<file path="src/rtl/boss_ctrl.sv">
// Boss enemy behaviour sequencer: position, HP, attack phase and hit handling.
// Optional feature: define BOSS_ENRAGE_EN to enable the low-HP enrage mode.
module boss_ctrl #(
  parameter int unsigned START_X         = 600,
  parameter int unsigned GROUND_Y        = 450,
  parameter int unsigned X_MIN           = 106,
  parameter int unsigned X_MAX           = 694,
  parameter int unsigned SPEED           = 2,
  parameter int unsigned ATTACK_RANGE    = 120,
  parameter int unsigned WINDUP_FRAMES   = 30,
  parameter int unsigned JUMP_V0         = 12,
  parameter int unsigned GRAVITY         = 1,
  parameter int unsigned COOLDOWN_FRAMES = 60,
  parameter int unsigned HP_MAX          = 100,
  parameter int unsigned IFRAMES         = 20
) (
  input  logic        clk,
  input  logic        rst,
  input  logic        game_active,
  input  logic        frame_tick,
  input  logic [11:0] player_x,
  input  logic        hit_req,
  input  logic [6:0]  hit_dmg,
  output logic [11:0] boss_x,
  output logic [11:0] boss_y,
  output logic [6:0]  boss_hp,
  output logic        attack_active,
  output logic        boss_dead,
  output logic        enraged
);

  typedef enum logic [2:0] {StIdle, StChase, StWindup, StJump, StCooldown, StDead} state_e;

  state_e             state_q, state_d;
  logic [11:0]        x_q, x_d;
  logic signed [12:0] y_q, y_d;
  logic signed [7:0]  vy_q, vy_d;
  logic [6:0]         cnt_q, cnt_d;
  logic [6:0]         hp_q, hp_d;
  logic [4:0]         iframe_q, iframe_d;
  logic               attack_q, attack_d;
  logic               dead_q, dead_d;
  logic               enraged_q, enraged_d;

  logic [11:0]        step;
  logic [6:0]         cd_last;
  logic [12:0]        x_raw;
  logic [11:0]        x_move;
  logic [11:0]        dist_after;
  logic signed [12:0] y_next;
  logic               hit_ok;

`ifdef BOSS_ENRAGE_EN
  assign step    = enraged_q ? 12'(2 * SPEED) : 12'(SPEED);
  assign cd_last = enraged_q ? 7'(COOLDOWN_FRAMES / 2 - 1) : 7'(COOLDOWN_FRAMES - 1);
`else
  assign step    = 12'(SPEED);
  assign cd_last = 7'(COOLDOWN_FRAMES - 1);
`endif

  // Horizontal pursuit step without overshoot, then clamp to the arena.
  always_comb begin
    x_raw = {1'b0, x_q};
    if (player_x > x_q) begin
      x_raw = (player_x - x_q < step) ? {1'b0, player_x} : {1'b0, x_q} + {1'b0, step};
    end else if (player_x < x_q) begin
      x_raw = (x_q - player_x < step) ? {1'b0, player_x} : {1'b0, x_q} - {1'b0, step};
    end
    if (x_raw < 13'(X_MIN)) begin
      x_move = 12'(X_MIN);
    end else if (x_raw > 13'(X_MAX)) begin
      x_move = 12'(X_MAX);
    end else begin
      x_move = x_raw[11:0];
    end
    dist_after = (player_x > x_move) ? player_x - x_move : x_move - player_x;
  end

  assign y_next = y_q + {{5{vy_q[7]}}, vy_q};
  assign hit_ok = hit_req && (iframe_q == '0) && (hp_q != '0) && (state_q != StIdle);

  always_comb begin
    state_d  = state_q;
    x_d      = x_q;
    y_d      = y_q;
    vy_d     = vy_q;
    cnt_d    = cnt_q;
    hp_d     = hp_q;
    iframe_d = iframe_q;

    if (hit_ok) begin
      hp_d     = (hit_dmg >= hp_q) ? '0 : hp_q - hit_dmg;
      iframe_d = 5'(IFRAMES);
    end else if (frame_tick && (iframe_q != '0)) begin
      iframe_d = iframe_q - 5'd1;
    end

    if ((hp_q == '0) && (state_q != StIdle)) begin
      state_d = StDead;
    end else if (frame_tick) begin
      unique case (state_q)
        StIdle: state_d = StChase;
        StChase: begin
          x_d = x_move;
          if (dist_after <= 12'(ATTACK_RANGE)) begin
            state_d = StWindup;
            cnt_d   = '0;
          end
        end
        StWindup: begin
          if (cnt_q >= 7'(WINDUP_FRAMES - 1)) begin
            state_d = StJump;
            cnt_d   = '0;
            vy_d    = -8'(JUMP_V0);
          end else begin
            cnt_d = cnt_q + 7'd1;
          end
        end
        StJump: begin
          x_d = x_move;
          if ((vy_q > 8'sd0) && (y_next >= $signed(13'(GROUND_Y)))) begin
            y_d     = 13'(GROUND_Y);
            vy_d    = '0;
            state_d = StCooldown;
            cnt_d   = '0;
          end else begin
            y_d  = y_next;
            vy_d = vy_q + 8'(GRAVITY);
          end
        end
        StCooldown: begin
          // >= so a limit that shrinks mid-cooldown still terminates promptly
          if (cnt_q >= cd_last) begin
            state_d = StChase;
            cnt_d   = '0;
          end else begin
            cnt_d = cnt_q + 7'd1;
          end
        end
        StDead: ;
        default: state_d = StIdle;
      endcase
    end
  end

  always_comb begin
    attack_d = (state_d == StJump);
    dead_d   = (state_d == StDead);
`ifdef BOSS_ENRAGE_EN
    enraged_d = (hp_d <= 7'(HP_MAX / 2)) && (state_d != StDead);
`else
    enraged_d = 1'b0;
`endif
  end

  always_ff @(posedge clk) begin
    if (rst || !game_active) begin
      state_q   <= StIdle;
      x_q       <= 12'(START_X);
      y_q       <= 13'(GROUND_Y);
      vy_q      <= '0;
      cnt_q     <= '0;
      hp_q      <= 7'(HP_MAX);
      iframe_q  <= '0;
      attack_q  <= 1'b0;
      dead_q    <= 1'b0;
      enraged_q <= 1'b0;
    end else begin
      state_q   <= state_d;
      x_q       <= x_d;
      y_q       <= y_d;
      vy_q      <= vy_d;
      cnt_q     <= cnt_d;
      hp_q      <= hp_d;
      iframe_q  <= iframe_d;
      attack_q  <= attack_d;
      dead_q    <= dead_d;
      enraged_q <= enraged_d;
    end
  end

  assign boss_x        = x_q;
  assign boss_y        = y_q[11:0];
  assign boss_hp       = hp_q;
  assign attack_active = attack_q;
  assign boss_dead     = dead_q;
  assign enraged       = enraged_q;

endmodule

</file>
<file path="config.mk">
export PLATFORM = sky130hd
export DESIGN_NAME = boss_ctrl
export DESIGN_NICKNAME = d
export VERILOG_FILES = /design/src/rtl/boss_ctrl.sv
export SDC_FILE = /design/constraint.sdc
export NUM_CORES = 1
export LEC_CHECK = 0
export CORE_MARGIN = 4
export CORE_UTILIZATION = 35
export DETAILED_ROUTE_END_ITERATION = 7
export PLACE_DENSITY = 0.57
export RECOVER_POWER = 25
export SYNTH_ARGS = -nofsm -noshare
export SYNTH_HDL_FRONTEND = slang
export SYNTH_SLANG_ARGS = --single-unit
</file>
<file path="constraint.sdc">
create_clock -name clk -period 13.6 [get_ports clk]
set_input_delay 1.36 -clock clk [delete_from_list [all_inputs] [get_ports clk]]
set_output_delay 1.36 -clock clk [all_outputs]
set_load 0.02 [all_outputs]
</file>
Word level (Yosys, flattened, before mapping):

Cells that the tools add are included.
Widths: inputs -> output; s select.

* output and inout bits: 34
* register bits after elaboration: 57
* logic and storage cells: 94
* input bits: 24

* $add $sub $neg: 11
* order comparisons: 13
* reduce and logical (&&, ||, !) cells: 23
* eq/ne operators: 10
* bitwise gates (word level): 1
* muxes and demuxes: 26

Operators by type and width (count)
* $mux 13: 5
* $sub 12x12->12: 4
* $mux 12: 3
* $mux 7: 5
* $pmux 7 s4: 1
* $gt 12x12->1: 2
* $lt 12x2->1 const B: 2
* $mux 3: 6
* $pmux 3 s6: 1
* $mux 8: 2
* $pmux 8 s2: 1
* $add 12x2->13 const B: 1
* $add 13x13->13: 1
* $ge 13x10->1 const B: 1
* $gt 13x10->1 const B: 1
* $lt 13x7->1 const B: 1
* $sub 12x2->13 const B: 1
* $le 12x7->1 const B: 1
* $lt 12x12->1: 1
* $mux 5: 2
* $eq 3x2->1 const B: 3
* $eq 3x3->1 const B: 3
* $add 8x1->8 const B: 1
* $gt 8x1->1 const B: 1
* other kinds (24): 34

Longest topological paths before layout:

* word-level depth: 16
* gate-level depth with buffers: 34

Least setup slack after synthesis:

OpenSTA, ideal clock, no wires.

* kind: input to register
* start point: input port player_x[3]
* end point: register attack_q (netlist: attack_active)
* library setup time: 0.116 ns
* arrival: 7.874 ns
* required time: 13.484 ns
* setup slack: 5.611 ns
* path buffers: 4
* stages on the path: 33
* cell sequence: inv_1 -> ha_1 -> buf_6 -> a21o_1 -> a21oi_2 -> a21boi_1 -> or3_1 -> a2111oi_2 -> and2_4 -> buf_12 -> mux2_2 -> a211o_1 -> nor4_1 -> o211a_1 -> o21ai_0 -> and3_1 -> inv_1 -> ha_1 -> clkbuf_1 -> a21o_1 -> a21o_1 -> a21oi_1 -> and2_1 -> a21boi_1 -> clkbuf_1 -> o21ai_0 -> o311ai_0 -> xor2_1 -> or3_1 -> or3_1 -> o2111ai_1 -> a31oi_1 -> and3b_1

* longest elaborated chain between the ends: 16

RTL lines
* start, declared: RTL line 21 `input logic [11:0] player_x,`
* $sub 12x12->12: RTL line 67 `x_raw = (x_q - player_x < step) ? {1'b0, player_x} : {1'b0, x_q} - {1'b0, step};`
* $lt 12x2->1: RTL line 67
* $mux 13: RTL line 67
* $mux 13: RTL line 66 `end else if (player_x < x_q) begin`
* $mux 13 *: RTL line 64 `if (player_x > x_q) begin`
* $gt 13x10->1: RTL line 71 `end else if (x_raw > 13'(X_MAX)) begin`
* $mux 12: RTL line 71
* $mux 12 *: RTL line 69 `if (x_raw < 13'(X_MIN)) begin`
* via x_move[5]: RTL line 48 `logic [11:0] x_move;`
* $sub 12x12->12 or $gt 12x12->1 (tied branches): RTL line 76 `dist_after = (player_x > x_move) ? player_x - x_move : x_move - player_x;`
* $mux 12 *: RTL line 76
* $le 12x7->1 *: RTL line 105 `if (dist_after <= 12'(ATTACK_RANGE)) begin`
* $mux 3 *: RTL line 105
* $pmux 3 s6 *: RTL line 101 `unique case (state_q)`
* $mux 3 *: RTL line 100 `end else if (frame_tick) begin`
* $mux 3 *: RTL line 98 `if ((hp_q == '0) && (state_q != StIdle)) begin`
* $eq 3x2->1 *: RTL line 147 `attack_d = (state_d == StJump);`
* end signal, assigned: RTL line 176 `attack_q <= attack_d;`
* end, declared: RTL line 41 `logic attack_q, attack_d;`

The timed path passes the listed nets; every way through them passes the cells marked *.
A chain may end at the register's enable or synchronous reset.

Final worst setup path:

* start point: input port player_x[8]
* end point: register cnt_q[1]

* longest elaborated chain between the ends: 13

RTL lines
* $sub 12x12->12: RTL line 67
* $lt 12x2->1: RTL line 67
* $mux 13: RTL line 67
* $mux 13: RTL line 66
* $mux 13 *: RTL line 64
* $gt 13x10->1: RTL line 71
* $mux 12: RTL line 71
* $mux 12 *: RTL line 69
* via x_move[1]: RTL line 48
* $sub 12x12->12 or $gt 12x12->1 (tied branches): RTL line 76
* $mux 12 *: RTL line 76
* $le 12x7->1 *: RTL line 105
* $ne 2x2->1 (no line) *
* $reduce_and 5->1 (no line) *
* end signal, assigned: RTL line 173 `cnt_q <= cnt_d;`
* end, declared: RTL line 38 `logic [6:0] cnt_q, cnt_d;`

Marked as above.

==> results.sh <==
export IMPL_io_buffers=56
export IMPL_vias=6189
export IMPL_gr_usage_all_layers_pct=18.45
export IMPL_grt_pass1_wl_mm=30.55
export IMPL_die_area_um2=20720
export IMPL_synth_warnings=0
export IMPL_gp_congestion=0.9301
export IMPL_initial_core_util_pct=35.76
export IMPL_crit_arrival_ps=10110
export IMPL_postRouteAntennaNets=0
export IMPL_worst_path_max_delay_cell="a21boi_1"
export IMPL_power_switching_mw=0.1762
export IMPL_status="finished with violations"
export IMPL_grt_start_max_net_pins=39
export IMPL_synth_top_area_share_pct=17.64
export IMPL_pwr_share_comb_pct=26.7
export IMPL_slowest_delay_ps=630
export IMPL_synth_area_leaders="dfxtp_1 18%, ha_1 14%, a21oi_1 5.0%, xnor2_1 4.3%, o21ai_0 4.3%"
export IMPL_coreArea_um2=18090
export IMPL_maxCapViolCount=1
export IMPL_synth_top_area_cell="dfxtp_1"
export IMPL_die_h_um=143.9
export IMPL_pin_count=58
export IMPL_hold_viol_final=0
export IMPL_drive_above_1_share_pct=5.293
export IMPL_wl_mm=18.85
export IMPL_synth_seq_area_share_pct=17.64
export IMPL_worst_slack_ps=3707
export IMPL_clock_tree_root_cell="clkbuf_16"
export IMPL_top_layer="met4"
export IMPL_path_clk_slew_ps=60
export IMPL_crit_path_start_kind="input pin"
export IMPL_wl_met2_mm=8.264
export IMPL_final_cells=1117
export IMPL_clkPwrFrac_pct=41.0
export IMPL_globalRouteOverflowTotal=0
export IMPL_fillCellCount=1849
export IMPL_place_area_um2=7066
export IMPL_dp_cells=1101
export IMPL_crit_required_ps=13820
export IMPL_synth_edf_count=0
export IMPL_cts_buffer_depth=2
export IMPL_dp_hpwl_mm=14.42
export IMPL_grt_pass1_vias=5844
export IMPL_avgViaCountPerCell=5.541
export IMPL_syn_inst=862
export IMPL_cts_resized=0
export IMPL_total_power_mw=0.5263
export IMPL_cts_tree="built"
export IMPL_critical_path_class="input pin to flop"
export IMPL_tns_ps=0
export IMPL_internal_power_mw=0.3501
export IMPL_leakagePower_nw=3.082
export IMPL_ys_types=85
export IMPL_switching_share_pct=33.48
export IMPL_synthArstFlopShare_pct=0
export IMPL_postCtsSetupRepairBufs=0
export IMPL_wl_per_cell_um=16.88
export IMPL_yosys_most_used_dff="dfxtp_1"
export IMPL_critPathMaxFanout=15
export IMPL_ir_worst_vdd_mv=0.05863
export IMPL_cts_buffers=9
export IMPL_met3_length_mm=1.006
export IMPL_die_w_um=143.9
export IMPL_antenna_cells=0
export IMPL_insertion_delay_ps=340
export IMPL_power_density_nw_per_um2=71.69
export IMPL_h_tree_depth=3
export IMPL_fin_crit_sh_pct=72.74
export IMPL_finClkSkew_ps=6.763
export IMPL_crit_path_frequent_cell="o21ai_0"
export IMPL_wl_met1_mm=8.766
export IMPL_violations="capacitance limit, slew limit"
export IMPL_cts_hold_fix_buffers=0
export IMPL_synth_area_um2=6467
export IMPL_syn_avg_cell_area_um2=7.503
export IMPL_area_growth_pct=13.50
export IMPL_core_rowCount=49
export IMPL_cts_sinks=57
export IMPL_min_period_ps=9893
export IMPL_place_ws_ps=3585
export IMPL_drtPass1Iterations=5
export IMPL_rsz0062_at_grt="no"
export IMPL_max_slew_margin_pct=-45.51
export IMPL_drt_iter0_drc=565
export IMPL_finalMaxSlewViolations=39
export IMPL_final_cell_area_um2=7341
export IMPL_ys_seq_elements=57
export IMPL_end_kind="flop"
export IMPL_antenna_found_initial=0
export IMPL_setup_viol=0
export IMPL_worst_pin_slew_ps=2183
export IMPL_post_route_drc_count=0
export IMPL_fmax_mhz=101.1
export IMPL_p_seq_share_pct=32.4
export IMPL_fin_nets=983
export IMPL_hold_path_class="flop to flop"
-- cell type report --
class	instances	area [µm²]	share of cell area, %
multi-input cells	688	4800	65.38
flip-flops and latches	57	1141	15.54
clock buffers	9	225.2	3.068
repair buffers	59	579.3	7.892
inverters	68	255.2	3.477
clock inverters	7	53.80	0.7329
well taps	229	286.5	3.903
-- worst paths after layout --
check	cells after the start	slack (ps)	endpoint	startpoint
worst max-delay path	29	3710	cnt_q[1]	player_x[8]
worst min-delay path	2	460	iframe_q[4]	iframe_q[4]
worst max register to register	26	4790	cnt_q[1]	boss_x[1]
worst min register to register	2	460	iframe_q[4]	iframe_q[4]
-- cell usage in the layout, fill, tap and decap left out, types with 32 or more instances in the layout --
| cell | Yosys | layout |
|---|---|---|
| a21oi_1 | 64 | 64 |
| nand3_1 | 32 | 32 |
| o21ai_0 | 55 | 55 |
| nand2_1 | 64 | 64 |
| nor2_1 | 58 | 58 |
| xnor2_1 | 32 | 32 |
| inv_1 | 67 | 67 |
| clkdlybuf4s50_1 | 0 | 39 |
| ha_1 | 72 | 72 |
| dfxtp_1 | 57 | 57 |
-- sequential cells by signal, summed over array words and instances, names as in the netlist --
register	count
cnt_q	7
state_q	3
iframe_q	5
boss_x	12
boss_dead	1
y_q	13
vy_q	8
boss_hp	7
attack_active	1
-- metal layers --
layer	vias up	track usage (%)
li1	3147	-
met1	2783	24.85
met2	211	28.47
met3	48	3.428
met4	0	8.622
met5	-	0
-- Yosys cell counts (7+ instances only) --
cell type  count
ha_1          72
inv_1         67
a21oi_1       64
nand2_1       64
nor2_1        58
dfxtp_1       57
o21ai_0       55
nand3_1       32
xnor2_1       32
clkbuf_1      27
nor3_1        25
a21o_1        21
xor2_1        20
nor2b_1       16
a31oi_1       14
nand2b_1      14
buf_4         13
nand4_1       13
and3_1        12
nand3b_1      10
a211oi_1       9
o211ai_1       9
buf_2          8
mux2i_1        8
o21bai_1       8
nor3b_1        7
nor4_1         7
-- power groups by stage --
stage                     clock [mW]  sequential (mW)  combinational (mW)
after floorplan                    0            0.174               0.102
after global placement             0            0.174               0.139
after detailed placement           0            0.174               0.138
after CTS                      0.222            0.170               0.139
after global routing           0.227            0.171               0.156
final                          0.216            0.170               0.140
-- logic make-up after synthesis --
family                     count (synthesis)  share of synthesized area (%)
adders and majority gates                 76                          15.17
buffers and inverters                    119                          8.299
AOI/OAI and AO/OA                        256                          26.89
muxes                                     10                          1.586
xor gates and xnor gates                  52                          7.042
other                                      2                         0.1161
DFF                                       57                          17.64
and+or+nand+nor                          290                          23.25
-- critical path: cells and delay by family --
kind                     cells  cell delay, ps
XOR/XNOR                     1             200
multiplexers                 1             370
AO/OA/AOI/OAI               13            3790
AND/OR/NAND/NOR              9            2800
buffers and inverters        3             760
adder cells (fa/ha/maj)      2             820
-- metrics by stage --
stage,hold WS (ps),utilization [%]
4_1_cts,460.1,40.61
3_5_place_dp,452.1,39.07
2_1_floorplan,436.7,-
3_3_place_gp,448.7,39.07
5_1_grt,499.5,40.59
6_report,456.1,40.59
Note: power is estimated with default switching activity, not from simulation.
